<file path="config.mk">
export PLATFORM = sky130hd
export DESIGN_NAME = clock_seg_display
export DESIGN_NICKNAME = d
export VERILOG_FILES = /design/src/rtl/clock_seg_display.sv
export SDC_FILE = /design/constraint.sdc
export NUM_CORES = 1
export LEC_CHECK = 0
export CAP_MARGIN = 20
export CORE_MARGIN = 4
export CORE_UTILIZATION = 45
export CTS_CLUSTER_SIZE = 40
export DETAILED_ROUTE_END_ITERATION = 12
export GPL_TIMING_DRIVEN = 0
export SLEW_MARGIN = 15
export SYNTH_ARGS = -nofsm -noshare
export SYNTH_HDL_FRONTEND = slang
export SYNTH_SLANG_ARGS = --single-unit
</file>
<file path="constraint.sdc">
create_clock -name clk -period 3.95 [get_ports clk]
set_input_delay 0.9875 -clock clk [delete_from_list [all_inputs] [get_ports clk]]
set_output_delay 0.9875 -clock clk [all_outputs]
set_load 0.03 [all_outputs]
</file>
<file path="src/rtl/clock_seg_display.sv">
// -----------------------------------------------------------------------------
// clock_seg_display
//
// Display back-end for the digital clock. Once per scan frame the packed time
// word {hours, minutes, seconds} is captured, converted to six BCD digits by a
// sequential double-dabble engine, and loaded into a display buffer. That
// buffer is then multiplexed onto a common-anode 7-segment display one digit
// at a time. Because the buffer only changes atomically after a complete
// conversion, a frame never shows a torn time value.
//
// Parameters
//   SCAN_CNT  digit dwell is SCAN_CNT+1 clk cycles (must be >= 30 so that a
//             conversion always completes inside one frame)
//
// Ports
//   clk       system clock
//   rst_n     asynchronous active-low reset
//   data_in   [23:16] hours, [15:8] minutes, [7:0] seconds, binary per byte
//   seg_sel   digit select, active-low one-hot, bit 5 = hour tens,
//             bit 0 = second ones (registered)
//   seg_data  segments, active-low {dp,g,f,e,d,c,b,a} (registered)
// -----------------------------------------------------------------------------
module clock_seg_display #(
    parameter int unsigned SCAN_CNT = 49_999
) (
    input  logic        clk,
    input  logic        rst_n,
    input  logic [23:0] data_in,
    output logic [5:0]  seg_sel,
    output logic [7:0]  seg_data
);

    // +2 keeps the width at least one bit for any SCAN_CNT
    localparam int unsigned CNT_W = $clog2(SCAN_CNT + 2);

    typedef enum logic [1:0] {
        ST_IDLE = 2'd0,
        ST_CONV = 2'd1,
        ST_DONE = 2'd2
    } state_t;

    // -------------------------------------------------------------------------
    // Helper functions
    // -------------------------------------------------------------------------

    // One double-dabble step: add 3 to every BCD nibble >= 5, then shift the
    // next binary bit in at the bottom.
    function automatic logic [11:0] dd_step(input logic [11:0] acc,
                                            input logic        bit_in);
        logic [11:0] adj;
        adj = 12'h000;
        for (int i = 0; i < 3; i++) begin
            adj[i*4 +: 4] = (acc[i*4 +: 4] >= 4'd5) ? (acc[i*4 +: 4] + 4'd3)
                                                    : acc[i*4 +: 4];
        end
        return {adj[10:0], bit_in};
    endfunction

    // Active-low segment pattern for one digit. Invalid fields show a dash;
    // dp_on lights the decimal point used as a field separator.
    function automatic logic [7:0] seg_decode(input logic [3:0] digit,
                                              input logic       invalid,
                                              input logic       dp_on);
        logic [7:0] pat;
        if (invalid) begin
            pat = 8'hBF;
        end else begin
            case (digit)
                4'd0:    pat = 8'hC0;
                4'd1:    pat = 8'hF9;
                4'd2:    pat = 8'hA4;
                4'd3:    pat = 8'hB0;
                4'd4:    pat = 8'h99;
                4'd5:    pat = 8'h92;
                4'd6:    pat = 8'h82;
                4'd7:    pat = 8'hF8;
                4'd8:    pat = 8'h80;
                4'd9:    pat = 8'h90;
                default: pat = 8'hFF;
            endcase
        end
        return dp_on ? (pat & 8'h7F) : pat;
    endfunction

    // -------------------------------------------------------------------------
    // Signals
    // -------------------------------------------------------------------------
    logic [CNT_W-1:0] scan_cnt_r;
    logic [2:0]       dig_r;
    logic             tick_s;
    logic             frame_start_s;

    logic [23:0]      cap_r;
    state_t           state_r;
    state_t           state_nxt_s;
    logic [4:0]       bit_cnt_r;     // 0..23, field = bit_cnt_r[4:3]
    logic [11:0]      bcd_r;         // {hundreds, tens, ones} accumulator
    logic [11:0]      dd_next_s;
    logic             cap_bit_s;

    logic [23:0]      res_r;         // {h_t, h_o, m_t, m_o, s_t, s_o}
    logic [2:0]       inv_r;         // {hours, minutes, seconds} invalid
    logic [23:0]      disp_dig_r;
    logic [2:0]       disp_inv_r;

    logic [3:0]       nib_s;
    logic             nib_inv_s;
    logic             dp_s;

    assign tick_s        = (scan_cnt_r == CNT_W'(SCAN_CNT));
    assign frame_start_s = tick_s && (dig_r == 3'd5);

    // -------------------------------------------------------------------------
    // Scan timing
    // -------------------------------------------------------------------------

    // Dwell counter and digit index; the digit advances on every tick.
    always_ff @(posedge clk or negedge rst_n) begin
        if (!rst_n) begin
            scan_cnt_r <= '0;
            dig_r      <= 3'd0;
        end else if (tick_s) begin
            scan_cnt_r <= '0;
            dig_r      <= (dig_r == 3'd5) ? 3'd0 : (dig_r + 3'd1);
        end else begin
            scan_cnt_r <= scan_cnt_r + CNT_W'(1);
        end
    end

    // Input capture: data_in is only sampled at frame start, so changes at
    // any other time cannot tear the frame being shown.
    always_ff @(posedge clk or negedge rst_n) begin
        if (!rst_n) begin
            cap_r <= 24'h000000;
        end else if (frame_start_s) begin
            cap_r <= data_in;
        end else begin
            cap_r <= cap_r;
        end
    end

    // -------------------------------------------------------------------------
    // Converter FSM
    // -------------------------------------------------------------------------

    // Converter state register.
    always_ff @(posedge clk or negedge rst_n) begin
        if (!rst_n) begin
            state_r <= ST_IDLE;
        end else begin
            state_r <= state_nxt_s;
        end
    end

    // Converter next-state logic.
    always_comb begin
        state_nxt_s = state_r;
        case (state_r)
            ST_IDLE: begin
                if (frame_start_s) begin
                    state_nxt_s = ST_CONV;
                end else begin
                    state_nxt_s = ST_IDLE;
                end
            end
            ST_CONV: begin
                if (bit_cnt_r == 5'd23) begin
                    state_nxt_s = ST_DONE;
                end else begin
                    state_nxt_s = ST_CONV;
                end
            end
            ST_DONE: state_nxt_s = ST_IDLE;
            default: state_nxt_s = ST_IDLE;
        endcase
    end

    // Bits are consumed MSB first across the whole 24-bit word, which walks
    // hours, then minutes, then seconds without a separate field pointer.
    always_comb begin
        cap_bit_s = cap_r[5'd23 - bit_cnt_r];
        dd_next_s = dd_step(bcd_r, cap_bit_s);
    end

    // Double-dabble datapath: one shift per CONV cycle; after the 8th shift of
    // a field its two BCD digits and its >99 flag are parked in res_r/inv_r.
    always_ff @(posedge clk or negedge rst_n) begin
        if (!rst_n) begin
            bit_cnt_r <= 5'd0;
            bcd_r     <= 12'h000;
            res_r     <= 24'h000000;
            inv_r     <= 3'b000;
        end else begin
            case (state_r)
                ST_IDLE: begin
                    if (frame_start_s) begin
                        bit_cnt_r <= 5'd0;
                        bcd_r     <= 12'h000;
                    end else begin
                        bit_cnt_r <= bit_cnt_r;
                        bcd_r     <= bcd_r;
                    end
                end
                ST_CONV: begin
                    bit_cnt_r <= bit_cnt_r + 5'd1;
                    if (bit_cnt_r[2:0] == 3'd7) begin
                        bcd_r <= 12'h000;
                        case (bit_cnt_r[4:3])
                            2'd0: begin
                                res_r[23:16] <= dd_next_s[7:0];
                                inv_r[2]     <= (dd_next_s[11:8] != 4'd0);
                            end
                            2'd1: begin
                                res_r[15:8]  <= dd_next_s[7:0];
                                inv_r[1]     <= (dd_next_s[11:8] != 4'd0);
                            end
                            2'd2: begin
                                res_r[7:0]   <= dd_next_s[7:0];
                                inv_r[0]     <= (dd_next_s[11:8] != 4'd0);
                            end
                            default: begin
                                res_r <= res_r;
                                inv_r <= inv_r;
                            end
                        endcase
                    end else begin
                        bcd_r <= dd_next_s;
                    end
                end
                default: begin
                    bit_cnt_r <= bit_cnt_r;
                    bcd_r     <= bcd_r;
                end
            endcase
        end
    end

    // Display buffer: all six digits and flags load together in DONE.
    always_ff @(posedge clk or negedge rst_n) begin
        if (!rst_n) begin
            disp_dig_r <= 24'h000000;
            disp_inv_r <= 3'b000;
        end else if (state_r == ST_DONE) begin
            disp_dig_r <= res_r;
            disp_inv_r <= inv_r;
        end else begin
            disp_dig_r <= disp_dig_r;
            disp_inv_r <= disp_inv_r;
        end
    end

    // -------------------------------------------------------------------------
    // Digit multiplexing and outputs
    // -------------------------------------------------------------------------

    // Pick the BCD nibble, its field's invalid flag and the separator dot for
    // the current digit index (dig 0 = second ones ... dig 5 = hour tens).
    always_comb begin
        nib_s     = 4'd0;
        nib_inv_s = 1'b0;
        dp_s      = 1'b0;
        case (dig_r)
            3'd0: begin nib_s = disp_dig_r[3:0];   nib_inv_s = disp_inv_r[0]; end
            3'd1: begin nib_s = disp_dig_r[7:4];   nib_inv_s = disp_inv_r[0]; end
            3'd2: begin nib_s = disp_dig_r[11:8];  nib_inv_s = disp_inv_r[1]; dp_s = 1'b1; end
            3'd3: begin nib_s = disp_dig_r[15:12]; nib_inv_s = disp_inv_r[1]; end
            3'd4: begin nib_s = disp_dig_r[19:16]; nib_inv_s = disp_inv_r[2]; dp_s = 1'b1; end
            3'd5: begin nib_s = disp_dig_r[23:20]; nib_inv_s = disp_inv_r[2]; end
            default: begin
                nib_s     = 4'd0;
                nib_inv_s = 1'b0;
                dp_s      = 1'b0;
            end
        endcase
    end

    // Registered outputs; select and data come from the same dig_r so they
    // always change on the same edge.
    always_ff @(posedge clk or negedge rst_n) begin
        if (!rst_n) begin
            seg_sel  <= 6'h3F;
            seg_data <= 8'hFF;
        end else begin
            seg_sel  <= ~(6'd1 << dig_r);
            seg_data <= seg_decode(nib_s, nib_inv_s, dp_s);
        end
    end

endmodule

</file>
==> flow_summary.json <==
{
  "status": "finished clean",
  "postCtsHoldBufs": 0,
  "path_clk_slew_ns": 0.05,
  "wl_um": 11400,
  "nNetsFinal": 589,
  "irDropWorstVdd_uv": 280,
  "period_needed_ns": 3.23,
  "synth_top_family_by_area": "multiplexers",
  "fillCellCount": 1134,
  "drt-met1-wl_um": 5310,
  "place_congestion": 0.828,
  "synth-simple-area-share_pct": 10.8,
  "leakage_nw": 3.17,
  "track_usage_pct": 16.8,
  "finalHoldViolCount": 0,
  "wl_per_cell_um": 15.6,
  "ant_nets": 0,
  "core_um2": 12700,
  "route.met3.wl_um": 456,
  "fmax_mhz": 309,
  "htreeDepth": 4,
  "worstMarginPinSlew_ns": 0.785,
  "drt-initial-drc-count": 232,
  "met2_length_um": 5450,
  "die_area_um2": 15000,
  "synth_cell_type_count": 51,
  "syn_area_um2": 5920,
  "powerDensity_nw_per_um2": 420,
  "insertion_delay_ns": 0.41,
  "clock_sinks": 130,
  "buffer_ports.inserted": 39,
  "slew_headroom_pct": 47.7,
  "area_delta_synth_final_pct": 20.7,
  "cts_tree": "yes",
  "rsz0062_at_grt": "no",
  "arrival_ns": 3.57,
  "synthXorXnorAreaFrac_pct": 2.96,
  "worst_ep_required_time_ns": 4.29,
  "grt_pass1_wl_um": 19300,
  "cp-start-kind": "flop",
  "critPathKind": "flop to flop",
  "synth_nets": 530,
  "synth-main-ff-cell": "dfrtp_1",
  "critPathCaptureType": "flop",
  "die_x_um": 123,
  "cts_resized": 0,
  "clock_skew_ns": 0.00696,
  "antenna_found_initial": 0,
  "layout_commonest_cell": "dfrtp_1",
  "cts_buffers": 17,
  "avgSynthCellArea_um2": 12.2,
  "ys_ff_latch": 130,
  "synth-edff-count": 0,
  "die_h_um": 123,
  "overflow": 0,
  "antennaDiodeCount": 0,
  "maxSlewViolCount": 0,
  "hp-class": "flop to flop",
  "setup-violations-final": 0,
  "holdWs_ns": 0.475,
  "initial_utilization_pct": 46.5,
  "netlist_instances": 486,
  "first_global_vias": 3852,
  "final_cell_mix": "dfrtp_1, nand2_1, o21ai_0",
  "synth_fa_ha_area_share_pct": 3.81,
  "rows": 41,
  "routed_via_density": 5.16,
  "ys_seq_area_share_pct": 55.3,
  "dp_hpwl_um": 8110,
  "layout-drive-gt1-share_pct": 19.5,
  "synth_compound_area_share_pct": 8.80,
  "drv_cap": 0,
  "ys_async_sr_fraction_pct": 100,
  "drt_first_pass_iters": 4,
  "grt_start_max_net_pins": 79,
  "critical_path.max_fanout": 10,
  "ctsLongestPathBuffers": 2,
  "tns_ns": 0,
  "final_cell_count_no_fill": 730,
  "vias": 3769,
  "cts_setup_buffers": 0,
  "route.detailed.drc": 0,
  "finalCritPeriodShare_pct": 81.8,
  "yosysWarnings": 0,
  "top_layer": "met4",
  "muxShareOfSynthArea_pct": 15.9,
  "dpl.cell_count": 698,
  "cts_root_buf": "clkbuf_16",
  "top_level_ports": 40
}
==> layout make-up <==
type                       instances  area (µm²)  area share [%]
tap                              172         215            3.01
clock inverter                     5         100            1.40
buffer                            17        83.8            1.17
sequential                       130        3270            45.8
multi-input combinational        323        2500            35.0
timing repair buffer              40         419            5.87
clock buffer                      27         493            6.90
inverter                          16        60.1           0.841
==> synthesized netlist by cell type (all sizes together) (2+ instances only) <==
master / n / share of area (%)
nand3b: 2 / 0.25
o22ai: 3 / 0.32
nand2: 50 / 3.2
nor2b: 6 / 0.63
nor2: 18 / 1.1
a22oi: 2 / 0.25
clkbuf: 10 / 0.63
nand4: 5 / 0.53
or4bb: 2 / 0.38
dfstp: 14 / 6.2
nor3b: 4 / 0.51
buf: 7 / 0.78
ha: 18 / 3.8
nor3: 3 / 0.25
inv: 16 / 1.0
mux4: 4 / 1.5
dfrtp: 116 / 49
o21a: 2 / 0.25
a221o: 2 / 0.34
o21ai: 48 / 4.1
nor4: 3 / 0.57
mux2: 54 / 12
xor2: 5 / 0.74
xnor2: 15 / 2.2
and2: 2 / 0.21
nand3: 14 / 1.4
o2111ai: 2 / 0.30
a22o: 4 / 0.59
a21oi: 11 / 0.99
and3: 3 / 0.32
nand2b: 8 / 0.85
o211ai: 4 / 0.51
mux2i: 17 / 2.9
==> report_power, final <==
| part | internal, W | total, W | switching [W] |
|---|---|---|---|
| logic | 0.0000435 | 0.0000783 | 0.0000347 |
| registers | 0.00135 | 0.00135 | 0.00000701 |
| clock network | 0.00104 | 0.00157 | 0.000526 |
| total | 0.00243 | 0.00300 | 0.000567 |
==> sequential cells by signal, summed over array words and instances (netlist names) <==
signal and cells:
bcd_r 12, bit_cnt_r 5, dig_r 3, seg_sel 6, res_r 24, inv_r 3, disp_inv_r 3, state_r 2
scan_cnt_r 16, cap_r 24, disp_dig_r 24, seg_data 8
==> worst paths after layout <==
path / cells past startpoint / from / end / slack, ns
max: 10 / dig_r[2] / seg_data[6] / 0.72
min: 2 / res_r[17] / res_r[17] / 0.48
max reg2reg: 10 / dig_r[2] / seg_data[6] / 0.72
min reg2reg: 2 / res_r[17] / res_r[17] / 0.48
max in group asynchronous: 2 / rst_n / seg_sel[5] / 2.59
min in group asynchronous: 1 / rst_n / disp_dig_r[21] / 0.62
==> logic make-up after synthesis <==
group | after synthesis
AO/OA/AOI/OAI | 86
XOR/XNOR | 20
adder cells (fa/ha/maj) | 18
buffers and inverters | 33
flip-flops | 130
multiplexers | 75
AND/OR/NAND/NOR | 124
==> stage by stage <==
step                worst slack (ns)  util [%]  instance area (µm²)  power [W]
finish                         0.719      56.2                 7140    0.00300
global route                   0.515      56.2                 7140    0.00311
CTS                            0.714      56.2                 7140    0.00303
detailed placement             0.723      51.5                 6550    0.00146
global placement               -3.17      51.3                 6520    0.00145
floorplan                       1.41         -                 5920    0.00140
==> critical path, cell delays in order (launching register included) <==
cell and delay [ns]:
dfrtp_1 0.31, buf_2 0.25, buf_1 0.55, inv_1 0.19, ha_1 0.33, a222oi_1 0.73
inv_1 0.15, ha_1 0.22, a21oi_1 0.18, a21oi_1 0.10, o21a_1 0.15
==> metal layers <==
layer,vias up,global-route usage [%]
met1,1844,22.1
met4,0,6.65
met3,18,4.75
li1,1835,-
met5,-,0
met2,72,26.3
No activity file was read; power rests on OpenSTA's default activity.
